## src/rtl/trd_sched.sv

```systemverilog
// trd_sched: thread scheduler for the 8-thread barrel core.
// Keeps the active-thread set, issues one active thread per cycle in
// round-robin order, and runs the spawn sequence: allocate a free thread,
// drive the regfile init bus for one cycle, then activate the thread.
// Kill removes a thread from the active set.
module trd_sched #(
  parameter int NUM_TRD = 8,
  parameter int TRD_W   = 3
) (
  input  logic               clk,
  input  logic               rst,
  input  logic               stall,
  input  logic               spawn_req,
  input  logic [31:0]        spawn_arg,
  output logic               spawn_ack,
  output logic               spawn_nack,
  output logic [TRD_W-1:0]   spawn_trd,
  input  logic               kill_vld,
  input  logic [TRD_W-1:0]   kill_trd,
  output logic               init,
  output logic [TRD_W-1:0]   new_trd,
  output logic [31:0]        init_data,
  output logic               issue_vld,
  output logic [TRD_W-1:0]   issue_trd,
  output logic [NUM_TRD-1:0] active_mask,
  output logic               all_idle
);

  typedef enum logic [1:0] {
    S_IDLE = 2'd0,
    S_INIT = 2'd1,
    S_ACT  = 2'd2
  } state_t;

  // Spawn FSM state and registered outputs
  state_t             r_state;
  logic [NUM_TRD-1:0] r_reserved;
  logic               r_init;
  logic [TRD_W-1:0]   r_new_trd;
  logic [31:0]        r_init_data;
  logic               r_spawn_ack;
  logic               r_spawn_nack;
  logic [TRD_W-1:0]   r_spawn_trd;
  logic               r_all_idle;

  // Active set and issue state
  logic [NUM_TRD-1:0] r_active_mask;
  logic [TRD_W-1:0]   r_rr_ptr;
  logic               r_issue_vld;
  logic [TRD_W-1:0]   r_issue_trd;

  // Combinational helpers
  logic [NUM_TRD-1:0] w_free;
  logic [TRD_W-1:0]   w_free_idx;
  logic               w_accept;
  logic               w_nack;
  logic               w_idle_nxt;
  logic [NUM_TRD-1:0] w_kill_bit;
  logic [NUM_TRD-1:0] w_act_bit;
  logic [NUM_TRD-1:0] w_mask_nxt;
  logic               w_rr_found;
  logic [TRD_W-1:0]   w_rr_nxt;

  // Allocation uses the mask before any same-cycle kill, so a thread being
  // killed this cycle is never handed out in the same cycle.
  assign w_free = ~r_active_mask & ~r_reserved;

  // A held request is not judged again in the cycle its nack is visible;
  // the requester drops spawn_req on seeing the nack.
  assign w_accept = (r_state == S_IDLE) && spawn_req && !r_spawn_nack && (|w_free);
  assign w_nack   = (r_state == S_IDLE) && spawn_req && !r_spawn_nack && !(|w_free);

  // FSM is back in S_IDLE after this edge when it stays idle or leaves S_ACT.
  assign w_idle_nxt = ((r_state == S_IDLE) && !w_accept) || (r_state == S_ACT);

  // Reserved threads are not active, but masking them keeps kill from ever
  // racing the activation of a thread mid-spawn.
  assign w_kill_bit = kill_vld ? ((NUM_TRD'(1) << kill_trd) & ~r_reserved) : '0;
  assign w_act_bit  = (r_state == S_ACT) ? (NUM_TRD'(1) << r_new_trd) : '0;
  assign w_mask_nxt = (r_active_mask & ~w_kill_bit) | w_act_bit;

  // Lowest-index free thread (scan from the top so the lowest wins).
  always_comb begin
    // NOTE: every variable gets a default before any conditional write, so
    // no path leaves it unassigned and no latch is inferred.
    w_free_idx = '0;
    for (int i = NUM_TRD - 1; i >= 0; i--) begin
      if (w_free[i]) w_free_idx = TRD_W'(i);
    end
  end

  // Round-robin search: first active thread after rr_ptr, wrapping, with
  // rr_ptr itself checked last so a lone active thread issues every cycle.
  always_comb begin
    w_rr_found = 1'b0;
    w_rr_nxt   = r_rr_ptr;
    for (int i = 1; i <= NUM_TRD; i++) begin
      if (!w_rr_found && r_active_mask[r_rr_ptr + TRD_W'(i)]) begin
        w_rr_found = 1'b1;
        w_rr_nxt   = r_rr_ptr + TRD_W'(i);
      end
    end
  end

  // Active-set update: kill clears, S_ACT sets; thread 0 boots active.
  always_ff @(posedge clk) begin
    // NOTE: sequential state uses non-blocking assignments so every register
    // samples pre-edge values regardless of statement order.
    if (rst) begin
      r_active_mask <= NUM_TRD'(1);
    end else begin
      r_active_mask <= w_mask_nxt;
    end
  end

  // Issue stage: registered round-robin pick, frozen entirely under stall.
  always_ff @(posedge clk) begin
    if (rst) begin
      r_issue_vld <= 1'b0;
      r_issue_trd <= '0;
      r_rr_ptr    <= TRD_W'(NUM_TRD - 1);
    end else if (!stall) begin
      r_issue_vld <= w_rr_found;
      if (w_rr_found) begin
        r_issue_trd <= w_rr_nxt;
        r_rr_ptr    <= w_rr_nxt;
      end
    end
  end

  // Spawn FSM: S_IDLE -> S_INIT (init bus + ack) -> S_ACT (activate) -> S_IDLE.
  always_ff @(posedge clk) begin
    if (rst) begin
      r_state      <= S_IDLE;
      r_reserved   <= '0;
      r_init       <= 1'b0;
      r_new_trd    <= '0;
      r_init_data  <= '0;
      r_spawn_ack  <= 1'b0;
      r_spawn_nack <= 1'b0;
      r_spawn_trd  <= '0;
      r_all_idle   <= 1'b0;
    end else begin
      r_init       <= 1'b0;
      r_spawn_ack  <= 1'b0;
      r_spawn_nack <= 1'b0;
      r_all_idle   <= (w_mask_nxt == '0) && w_idle_nxt;
      case (r_state)
        S_IDLE: begin
          if (w_accept) begin
            r_state     <= S_INIT;
            r_reserved  <= r_reserved | (NUM_TRD'(1) << w_free_idx);
            r_init      <= 1'b1;
            r_new_trd   <= w_free_idx;
            r_init_data <= spawn_arg;
            r_spawn_ack <= 1'b1;
            r_spawn_trd <= w_free_idx;
          end else if (w_nack) begin
            r_spawn_nack <= 1'b1;
          end
        end
        S_INIT: begin
          r_state <= S_ACT;
        end
        S_ACT: begin
          // Regfile write has landed; hand the thread over to the active set.
          r_reserved <= r_reserved & ~w_act_bit;
          r_state    <= S_IDLE;
        end
        default: begin
          r_state <= S_IDLE;
        end
      endcase
    end
  end

  assign spawn_ack   = r_spawn_ack;
  assign spawn_nack  = r_spawn_nack;
  assign spawn_trd   = r_spawn_trd;
  assign init        = r_init;
  assign new_trd     = r_new_trd;
  assign init_data   = r_init_data;
  assign issue_vld   = r_issue_vld;
  assign issue_trd   = r_issue_trd;
  assign active_mask = r_active_mask;
  assign all_idle    = r_all_idle;

endmodule
```

## config.mk

```make
export PLATFORM = sky130hd
export DESIGN_NAME = trd_sched
export DESIGN_NICKNAME = d
export VERILOG_FILES = /design/src/rtl/trd_sched.sv
export SDC_FILE = /design/constraint.sdc
export NUM_CORES = 1
export LEC_CHECK = 0
export BUFFER_PORTS_ARGS = -buffer_cell sky130_fd_sc_hd__buf_4
export CAP_MARGIN = 10
export CORE_ASPECT_RATIO = 1.25
export CORE_MARGIN = 4
export CORE_UTILIZATION = 44
export DETAILED_ROUTE_END_ITERATION = 10
export PLACE_DENSITY = 0.79
export SLEW_MARGIN = 10
export SYNTH_ARGS = -nofsm -noshare
export SYNTH_HDL_FRONTEND = slang
export SYNTH_SLANG_ARGS = --single-unit
```

## constraint.sdc

```tcl
create_clock -name clk -period 3.3 [get_ports clk]
set_clock_uncertainty 0.2 [all_clocks]
set_input_delay 0.825 -clock clk [delete_from_list [all_inputs] [get_ports clk]]
set_output_delay 0.825 -clock clk [all_outputs]
set_load 0.03 [all_outputs]
```

**Word-level counts from Yosys, hierarchy flattened**

Cells that the tools add are included.

- Register bits after elaboration: 63
- Bits in latches: 0
- Memory bits (writable): 0
- Bits in read-only memories: 0
- Bits of input ports: 40
- Output and inout bits: 54
- Word-level logic and storage cells: 125
- Memories: 0

- Add/subtract/negate cells: 7
- Multiply operators: 0
- Div/mod/pow operators: 0
- Order comparisons: 8
- Equal/unequal tests: 3
- Shift-type cells: 3
- Muxes and demuxes: 48
- Bitwise logic cells: 12
- Reduce and logical (&&, ||, !) cells: 33

Operators by type and width:

| kind | number |
|---|---|
| $mux W3 | 16 |
| $and A8 B8 Y8 | 4 |
| $lt A3 B4 Y1 const B | 8 |
| $not A8 Y8 | 4 |
| $bmux W1 S3 | 8 |
| $mux W8 | 3 |
| $shl A1 B3 Y8 const A | 3 |
| $mux W1 | 18 |
| $or A8 B8 Y8 | 2 |
| $pmux W8 S2 | 1 |
| $logic_and A1 B1 Y1 | 13 |
| $add A3 B3 Y3 const B | 4 |
| $logic_not A1 Y1 | 10 |
| $logic_not A8 Y1 | 1 |
| $reduce_or A8 Y1 | 1 |
| $add A3 B2 Y3 const B | 2 |
| $reduce_and A2 Y1 | 3 |
| $pmux W2 S2 | 1 |
| $add A3 B1 Y3 const B | 1 |
| $reduce_or A3 Y1 | 1 |
| $eq A2 B1 Y1 const B | 1 |
| $eq A2 B2 Y1 const B | 1 |
| $logic_not A2 Y1 | 1 |
| $mux W2 | 1 |
| other kinds (5) | 6 |

**Depth between registers and ports, before layout**

- Word-level depth: 26
- Mapped depth: 12
- Depth with buffers taken out: 9

**Worst setup path after synthesis**

OpenSTA, ideal clock, no wires.

- Path type: register to register
- From: reg r_rr_ptr[1]
- To: reg r_rr_ptr[0]
- Library setup time: 0.127 ns
- Arrival time: 2.751 ns
- Data required time: 2.973 ns
- Path slack: 0.221 ns
- Stages on the path, launching flop included: 11
- Path buffers: 2
- Period minus slack after synthesis: 3.079 ns
- Cells stage by stage: dfxtp_1 > buf_6 > buf_4 > inv_1 > ha_1 > mux4_2 > or3_4 > nor3_2 > a21o_1 > nor3_1 > or3b_1

- Word-level cells in the longest chain between the ends: 26
- Elaborated cells between the ends (all ways): 54
- Those cells by class: add/sub: 7; mux: 32; reduce/logical: 15

Ends and longest elaborated chain:

| item | line | RTL |
|---|---|---|
| start: declaration | 48 | `logic [TRD_W-1:0] r_rr_ptr;` |
| start signal: assignment | 121 | `r_rr_ptr <= TRD_W'(NUM_TRD - 1);` |
| start signal: assignment | 126 | `r_rr_ptr <= w_rr_nxt;` |
| $add A3 B1 Y3 | 98 | `if (!w_rr_found && r_active_mask[r_rr_ptr + TRD_W'(i)]) begin` |
| $bmux W1 S3 | 98 |  |
| $mux W1 (implied by the code) | 98 |  |
| $mux W1 | 98 |  |
| $logic_not A1 Y1 | 98 |  |
| $logic_and A1 B1 Y1 | 98 |  |
| $mux W1 | 98 |  |
| $logic_not A1 Y1 | 98 |  |
| [10 not listed] | - |  |
| $mux W1 | 98 |  |
| $logic_not A1 Y1 | 98 |  |
| $logic_and A1 B1 Y1 | 98 |  |
| $mux W1 | 98 |  |
| $logic_not A1 Y1 | 98 |  |
| $logic_and A1 B1 Y1 | 98 |  |
| $mux W1 | 98 |  |
| $reduce_and A2 Y1 (no line) | - |  |

Several ways; a longest one is shown, not always the timed one. The select of a mux whose other input is x is not followed.
A chain may end at the register's enable or synchronous reset.

**Final worst setup path**

Ends and elaborated chain as after synthesis.

==> impl_metrics.yaml <==
synthesis:
  synth_area_per_cell_um2: 8.24
  synthSimpleGateAreaFrac_pct: 25.0
  synth_adder_area_share_pct: 0.724
  synth-compound-area-share_pct: 17.7
  synth_top_family_by_area: "simple AND/OR/NAND/NOR gates"
  synth.distinct_cells: 58
  netlist_area_mm2: 0.00345
  async_reset_ff_share_pct: 0
  synth_top_cell_by_area: "dfxtp_1"
  ys_ff_latch: 63
  yosysMostFrequentCell: "nand2_1"
  ys.flop_type: "dfxtp_1"
  synth_common_cells: "nand2_1, dfxtp_1, a21oi_1"
  yosys-top-cells-area: "dfxtp_1, nand2_1, a21oi_1, mux4_2, mux2i_1"
  synth_cells: 419
  synth.area.mux_share_pct: 14.0
  synth_fp_nets: 461
  synth-edff-count: 0
  ys.warnings.count: 0
  ys_seq_area_share_pct: 36.5
  synth_top_area_share_pct: 36.5
  synth-xor-area-share_pct: 0.507
power:
  p_switching_mw: 1.11
  powerDensity_mw_per_mm2: 671
  clock_power_share_pct: 25.9
  comb_power_share_pct: 44.1
  p_seq_share_pct: 30.0
  irDropWorstVdd_mv: 0.427
  leakage_nw: 1.92
  switching_share_pct: 37.5
  internal_power_mw: 1.86
clock_network:
  ctsHoldBuffers: 0
  cts_tree: "yes"
  clk_pin_slew_worst_paths_ns: 0.08
  htreeDepth: 3
  cts_inserted_buffers: 9
  clockRootBuffer: "clkbuf_8"
  cts.sinks: 63
  clk_latency_ns: 0.34
  cts_buffer_depth: 2
die:
  die_x_um: 87.3
  rows: 35
  io_pins: 94
  start_util_pct: 46.1
  dieHeight_um: 107
  fp.dieArea_mm2: 0.00934
  coreArea_mm2: 0.00749
final_layout:
  fin_util_pct: 59.1
  antenna-diode-count: 0
  fin_nets: 540
  finalInstanceArea_mm2: 0.00443
  num-fill-cells: 618
  syn_to_final_growth_pct: 28.2
  drive_gt1_share_pct: 29.0
worst_setup_path:
  rrSetupSlack_ns: 0.24
  critical_path_class: "register to register"
  cp-start-kind: "register"
  slowest_stage: "or3b_1"
  timing.rr.start: "r_rr_ptr[1]"
  timing.rr.end: "r_rr_ptr[0]"
  reg2regPathDepth: 9
  cp.required_ns: 3.32
  cp_max_fo: 15
  critPathArrivalTime_ns: 3.08
  crit_path_end_kind: "register"
  cp_common_cell: "buf_4"
  max_stage_delay_ns: 0.36
  crit_chain: "buf_4, buf_4, mux4_2, mux2i_1, nand2_1, nor3_2, a21o_1, nor3_1, or3b_1"
global_route:
  grt_max_degree: 62
  grt-ovfl-total: 0
  antenna_found_initial: 0
  grt_pass1_vias: 3409
  grtUsageTotal_pct: 20.9
  grt_pass1_wl_um: 15700
routing:
  detail_route.iter0.violations: 245
  remaining_drc_errors: 0
  vias_per_cell: 5.77
  wire_per_inst_um: 16.0
  dr_wl_met2_um: 4630
  first_pass_iters: 5
  met1_length_um: 3770
  vias: 3436
  topRoutingLayerUsed: "met4"
  route.met3.wl_um: 919
  drt_wl_total_um: 9500
  ant_nets: 0
placement:
  gp_congestion: 0.996
  hpwl_um: 6760
  place_area_mm2: 0.00419
  port_buffers: 93
status:
  status: "finished clean"
min_path:
  hp-class: "register to register"
  min_path_cells: 2
  holdCritStartpoint: "init_data[0]"
  hold-path-endpoint: "init_data[0]"
timing:
  report.final.hold_viol_count: 0
  max_freq_mhz: 327
  period_minus_slack_ns: 3.06
  rsz0062_at_grt: "no"
  slew_violations: 0
  post-route-period-util_pct: 92.7
  max_slew.worst_pin.slew_ns: 0.607
  fin_setup_tns_ns: 0
  slew_headroom_pct: 59.5
  setup-violations-final: 0
flow_run:
  cap_viol_max_count: 0
per-stage QoR:
| stage | setup WS, ns | total power [mW] | hold WS [ns] | std cells |
|---|---|---|---|---|
| global placement | 0.389 | 2.15 | 0.242 | 579 |
| detailed placement | 0.174 | 2.19 | 0.247 | 579 |
| floorplan | 0.221 | 1.88 | 0.293 | 419 |
| global route | 0.0579 | 3.15 | 0.278 | 595 |
| finish | 0.239 | 2.97 | 0.255 | 595 |
| CTS | 0.136 | 2.97 | 0.257 | 595 |
worst max path at each step:
stage / slack (ns) / cells past startpoint / end / start
after detailed placement: 0.17 / 9 / r_rr_ptr[0] / r_rr_ptr[0]
final: 0.24 / 9 / r_rr_ptr[0] / r_rr_ptr[1]
after CTS: 0.14 / 9 / r_rr_ptr[0] / r_rr_ptr[0]
after global routing: 0.06 / 10 / r_rr_ptr[0] / r_rr_ptr[0]
after floorplan: 0.22 / 10 / r_rr_ptr[0] / r_rr_ptr[1]
after global placement: 0.39 / 6 / r_rr_ptr[2] / r_rr_ptr[2]
cell usage in the layout (no fill, tap or decap), types with 4 or more instances in the layout:
cell type / Yosys / final
nor2_1: 26 / 25
or3_1: 5 / 5
nand3_1: 4 / 4
o21ai_0: 7 / 7
mux2i_1: 15 / 15
mux2_2: 5 / 5
buf_4: 5 / 104
mux4_2: 10 / 10
clkbuf_8: 0 / 10
o22ai_1: 5 / 5
dfxtp_1: 63 / 62
nor3_1: 13 / 13
inv_1: 6 / 6
a31oi_1: 5 / 5
nand2_1: 91 / 91
a21oi_1: 52 / 52
nand2b_1: 9 / 9
nor2b_1: 5 / 5
final cells by class:
class / instances / area (um2) / area share [%]
Multi-Input combinational cell: 314 / 2020 / 45.5
Clock inverter: 6 / 92.6 / 2.09
Clock buffer: 10 / 138 / 3.11
Timing Repair Buffer: 104 / 781 / 17.6
Inverter: 6 / 22.5 / 0.509
Tap cell: 92 / 115 / 2.60
Sequential cell: 63 / 1260 / 28.5
critical path, delay by kind of cell (launching register included):
family / cells / cell delay, ns
compound gates: 1 / 0.29
buf+inv: 2 / 0.47
flops: 1 / 0.35
mux: 2 / 0.65
simple gates: 4 / 0.98
metal layers:
layer | GRT usage (%) | up-vias
met2 | 33.7 | 173
met1 | 25.0 | 1584
li1 | - | 1652
met5 | 0 | -
met3 | 6.84 | 27
met4 | 8.99 | 0
sequential cells by signal, indices dropped and copies added (netlist names):
name         count
r_rr_ptr         3
issue_vld        1
spawn_nack       1
r_reserved       8
spawn_trd        3
all_idle         1
active_mask      8
issue_trd        3
init_data       32
r_state          2
spawn_ack        1
power groups by stage:
| stage | combinational (mW) | clock (mW) | sequential (mW) |
|---|---|---|---|
| 5_1_grt | 1.42 | 0.826 | 0.900 |
| 3_5_place_dp | 1.29 | 0 | 0.902 |
| 6_report | 1.31 | 0.769 | 0.891 |
| 4_1_cts | 1.29 | 0.791 | 0.885 |
| 2_1_floorplan | 0.916 | 0 | 0.968 |
| 3_3_place_gp | 1.25 | 0 | 0.901 |
cell families after synthesis:
logic type	Yosys count
xor gates and xnor gates	2
and+or+nand+nor	179
muxes	32
adders and majority gates	2
buffers and inverters	42
DFF	63
AOI/OAI and AO/OA	99
what timing repair did:
item / CTS / global route
setup buffers: 0 / 0
gates resized for setup: 0 / 2
setup endpoints to repair: 0 / 2
No activity file was read; power rests on OpenSTA's default activity.
